[src/rtl/input_debounce_array_pkg.sv]
// rtl/input_debounce_array_pkg.sv - shared width helpers for counter blocks
package input_debounce_array_pkg;

  function automatic int clog2(input int value);
    int result;
    result = 0;
    for (int v = value - 1; v > 0; v = v >> 1) begin
      result++;
    end
    return result;
  endfunction

  // Width needed to hold 0..max_count, never narrower than one bit
  function automatic int cnt_width(input int max_count);
    int w;
    w = clog2(max_count + 1);
    return (w < 1) ? 1 : w;
  endfunction

endpackage

[src/rtl/input_debounce_array_channel.sv]
// rtl/input_debounce_array_channel.sv - one synchronise-and-debounce channel
module input_debounce_array_channel
  import input_debounce_array_pkg::*;
#(
  parameter int   SYNC_STAGES  = 2,
  parameter int   DEBOUNCE_CNT = 2,
  parameter logic RST_VAL_BIT  = 1'b0
) (
  input  logic i_clk,
  input  logic i_rst,
  input  logic i_raw,
  input  logic i_bypass,
  output logic o_db,
  output logic o_rise,
  output logic o_fall,
  output logic o_glitch
);

  localparam int CNT_W = cnt_width(DEBOUNCE_CNT);
  localparam logic [CNT_W-1:0] CNT_LAST = CNT_W'(DEBOUNCE_CNT - 1);

  logic [SYNC_STAGES-1:0] sync_q;
  logic                   s;
  logic [CNT_W-1:0]       cnt_q;
  logic [CNT_W-1:0]       cnt_d;
  logic                   db_d;
  logic                   rise_d;
  logic                   fall_d;
  logic                   glitch_d;

  always_ff @(posedge i_clk or posedge i_rst) begin
    if (i_rst) begin
      sync_q <= {SYNC_STAGES{RST_VAL_BIT}};
    end else begin
      sync_q <= {sync_q[SYNC_STAGES-2:0], i_raw};
    end
  end

  assign s = sync_q[SYNC_STAGES-1];

  // cnt counts consecutive cycles the synchronised level has disagreed with o_db
  always_comb begin
    db_d     = o_db;
    cnt_d    = cnt_q;
    rise_d   = 1'b0;
    fall_d   = 1'b0;
    glitch_d = 1'b0;
    if (i_bypass) begin
      db_d   = s;
      cnt_d  = '0;
      rise_d = s & ~o_db;
      fall_d = ~s & o_db;
    end else if (s == o_db) begin
      if (cnt_q != '0) begin
        cnt_d    = '0;
        glitch_d = 1'b1;
      end
    end else if (cnt_q == CNT_LAST) begin
      db_d   = s;
      cnt_d  = '0;
      rise_d = s;
      fall_d = ~s;
    end else begin
      cnt_d = cnt_q + CNT_W'(1);
    end
  end

  always_ff @(posedge i_clk or posedge i_rst) begin
    if (i_rst) begin
      o_db     <= RST_VAL_BIT;
      cnt_q    <= '0;
      o_rise   <= 1'b0;
      o_fall   <= 1'b0;
      o_glitch <= 1'b0;
    end else begin
      o_db     <= db_d;
      cnt_q    <= cnt_d;
      o_rise   <= rise_d;
      o_fall   <= fall_d;
      o_glitch <= glitch_d;
    end
  end

endmodule

[src/rtl/input_debounce_array.sv]
// rtl/input_debounce_array.sv - multi-channel synchronise-and-debounce front end
module input_debounce_array #(
  parameter int                NUM_CH       = 3,
  parameter int                SYNC_STAGES  = 2,
  parameter int                DEBOUNCE_CNT = 2,
  parameter logic [NUM_CH-1:0] RST_VAL      = 3'b100
) (
  input  logic              i_clk,
  input  logic              i_rst,
  input  logic [NUM_CH-1:0] i_raw,
  input  logic [NUM_CH-1:0] i_bypass,
  output logic [NUM_CH-1:0] o_db,
  output logic [NUM_CH-1:0] o_rise,
  output logic [NUM_CH-1:0] o_fall,
  output logic [NUM_CH-1:0] o_glitch
);

  for (genvar i = 0; i < NUM_CH; i++) begin : g_ch
    input_debounce_array_channel #(
      .SYNC_STAGES  (SYNC_STAGES),
      .DEBOUNCE_CNT (DEBOUNCE_CNT),
      .RST_VAL_BIT  (RST_VAL[i])
    ) u_channel (
      .i_clk    (i_clk),
      .i_rst    (i_rst),
      .i_raw    (i_raw[i]),
      .i_bypass (i_bypass[i]),
      .o_db     (o_db[i]),
      .o_rise   (o_rise[i]),
      .o_fall   (o_fall[i]),
      .o_glitch (o_glitch[i])
    );
  end

endmodule

[config.mk]
export PLATFORM = sky130hd
export DESIGN_NAME = input_debounce_array
export DESIGN_NICKNAME = d
export VERILOG_FILES = /design/src/rtl/input_debounce_array_pkg.sv /design/src/rtl/input_debounce_array_channel.sv /design/src/rtl/input_debounce_array.sv
export SDC_FILE = /design/constraint.sdc
export NUM_CORES = 1
export LEC_CHECK = 0
export BUFFER_PORTS_ARGS = -buffer_cell sky130_fd_sc_hd__buf_4
export CORE_AREA = 3 3 64 66
export CTS_CLUSTER_DIAMETER = 50
export CTS_CLUSTER_SIZE = 12
export DETAILED_ROUTE_END_ITERATION = 8
export DIE_AREA = 0 0 67 69
export GPL_ROUTABILITY_DRIVEN = 0
export PLACE_DENSITY = 0.51
export SYNTH_ARGS = -nofsm -noshare
export SYNTH_HDL_FRONTEND = slang
export SYNTH_SLANG_ARGS = --single-unit
[constraint.sdc]
create_clock -name i_clk -period 1.29 [get_ports i_clk]
set_clock_uncertainty 0.05 [all_clocks]
set_input_delay 0 -clock i_clk [delete_from_list [all_inputs] [get_ports i_clk]]
set_output_delay 0 -clock i_clk [all_outputs]
set_load 0.02 [all_outputs]
==> impl_metrics.csv <==
group,metric,value,unit
route,wl,1700,um
route,viasPerCell,4.16,
setup_path,crit_path_end_kind,"register",
clock_tree,cts_root_buf,"clkbuf_8",
route,vias,653,
finish,fill_cells,361,
flow_run,maxCapViolations,0,
sta,tightest_slew,0.400,ns
setup_path,r2r_cells,4,
clock_tree,cts_buffers,3,
global_routing,grt_start_max_net_pins,15,
sta,whs,0.236,ns
sta,fin_tns_setup,0,ns
route,drt_iter0_drc,16,
setup_path,worst-setup-path-type,"register to register",
yosys,syn-num-nets,100,
floorplanning,ios,20,
route,ant_nets,0,
power,vdd_drop_max,0.768,mV
power,p_per_area,1190,nW/um2
clock_tree,cts.sinks,24,
floorplanning,die_w,67,um
setup_path,r2r_slack,0.0003,ns
setup_path,cp_data_arrival_time,1.41,ns
yosys,synthCells,86,
floorplanning,core,3630,um2
clock_tree,insertion_delay,0.26,ns
power,power.leakage,0.644,nW
setup_path,crit_path_end,"g_ch[2].u_channel.o_db$_DFFE_PP1P_",
yosys,ys_warn_count,0,
clock_tree,cts_tree,"yes",
floorplanning,die_h,69,um
status,status,"complete, no violations",
clock_tree,cts.path.max_buffers,2,
yosys,ys_seq_area_share,56.9,%
finish,num_antenna_cells,0,
sta,slew_headroom,73.3,%
finish,layout_common_cells,"buf_4 (25), dfrtp_1 (21), dlygate4sd3_1 (7)",
setup_path,startpoint_type,"register",
sta,post-route-period-util,100,%
floorplanning,num_rows,22,
placement,portBuffers,19,
global_routing,antenna_found_initial,0,
finish,final_common_cell,"buf_4",
setup_path,cp_data_required_time,1.41,ns
route,wl_per_cell,10.8,um
global_routing,overflow,0,
sta,rsz0062_at_grt,"true",
setup_path,crit_fanout,4,
route,firstDrtPassIters,4,
yosys,syn_area_per_cell,12.4,um2
sta,setup_viol,0,
placement,post-place-ws,-0.0379,ns
setup_path,startpoint,"g_ch[2].u_channel.sync_q[1]$_DFF_PP1_",
global_routing,grt_pass1_wl,2750,um
setup_path,r2r_end,"g_ch[2].u_channel.o_db$_DFFE_PP1P_",
finish,nets,124,
sta,setup_ws,0.000333,ns
finish,drive_above_1_share,41.3,%
global_routing,grt_pass1_vias,633,
yosys,ys_seq_elements,24,
clock_tree,path_clk_slew,0.08,ns
power,power,1.67,mW
finish,syn2layout_area_growth,32.0,%
yosys,syn_area,1060,um2
yosys,synth_cell_types,16,
placement,dp_hpwl,1220,um
sta,fin_crit,1.29,ns
global_routing,grtUsageTotal,7.65,%
floorplanning,dieArea,4620,um2
sta,slew_viol_final,0,
finish,utilization,38.6,%
worst_hold_path,hp-class,"input port to asynchronous set/reset pin",
setup_path,rr_startpoint,"g_ch[2].u_channel.sync_q[1]$_DFF_PP1_",
finish,multiInputGateArea,409,um2
sta,fmax,0.775,GHz
sta,hold_viol,0,
route,drc,0,
clock_tree,cts_htree_levels,1,
floorplanning,start_util,29.2,%
finish,regArea,604,um2
metrics by stage:
step | instance area (um2) | cells
floorplan | 1070 | 86
global placement | 1210 | 145
detailed placement | 1210 | 145
CTS | 1340 | 157
global route | 1400 | 157
finish | 1400 | 157
cells in the mapped netlist:
cell type  number  share of area, %
inv_1           7               2.5
buf_6           1               1.1
nor2_1          6               2.1
o311ai_1        3               2.5
nor3b_2         3               3.5
ha_1            6               7.1
and2_1          3               1.8
a22o_1          3               2.5
nor3_2          3               2.8
dfrtp_1        21                49
nand4bb_1       3               3.2
nand2_1         6               2.1
nor3b_1         3               2.1
o21ai_1         3               1.4
buf_4          12               8.5
dfstp_2         3               7.4
cell type report:
type / instances / area share [%]
flip-flops and latches: 24 / 43.1
multi-input cells: 42 / 29.2
repair buffers: 32 / 18.4
well taps: 48 / 4.28
clock buffers: 4 / 3.21
inverters: 7 / 1.87
critical path: stages, from the launching register on:
cell and delay [ns]:
dfstp_2 0.54, inv_2 0.04, ha_4 0.28, nor3b_2 0.05
o311ai_1 0.23
power breakdown:
part           switching [mW]  internal, mW
Clock                   0.210         0.220
Sequential             0.0461         0.817
Combinational           0.177         0.203
timing repair:
action | in CTS | in global routing
setup endpoints to repair | 3 | 8
hold buffers | 7 | 0
gates resized for setup | 1 | 6
setup buffers | 1 | 0
gates cloned | 0 | 0
pin swaps | 3 | 3
hold endpoints to repair | 28 | 0
worst min path at each step:
stage | end | depth (start not counted) | slack [ns]
CTS | g_ch[2].u_channel.o_fall$_DFF_PP0_ | 3 | 0.23
floorplan | g_ch[2].u_channel.sync_q[0]$_DFF_PP1_ | 0 | -0.05
global placement | g_ch[2].u_channel.o_glitch$_DFF_PP0_ | 2 | -0.03
finish | g_ch[2].u_channel.o_fall$_DFF_PP0_ | 3 | 0.24
detailed placement | g_ch[2].u_channel.o_glitch$_DFF_PP0_ | 2 | -0.03
global route | g_ch[2].u_channel.o_fall$_DFF_PP0_ | 3 | 0.26
metal layers:
metal  vias to the layer above  wire length (um)  track usage (%)
met5                         -                 0                0
met4                         0                 6             1.35
met3                         2               102             3.58
met2                        17               823             11.7
met1                       312               768             9.93
li1                        322                 -                -
state kept, by name, indices dropped and copies added, names as in the netlist:
name	count
g_ch.u_channel.sync_q	6
g_ch.u_channel.o_db	3
g_ch.u_channel.o_rise	3
g_ch.u_channel.o_glitch	3
g_ch.u_channel.cnt_q	6
g_ch.u_channel.o_fall	3
cells by family (layout without fill, tap and decap cells):
family	count (synthesis)	after routing	synth area share, %
adders and majority gates	6	6	7.07
DFF	24	24	56.9
and+or+nand+nor	27	27	17.7
AOI/OAI and AO/OA	9	9	6.36
buffers and inverters	20	43	12.0
Power figures use the tool's default switching activity.
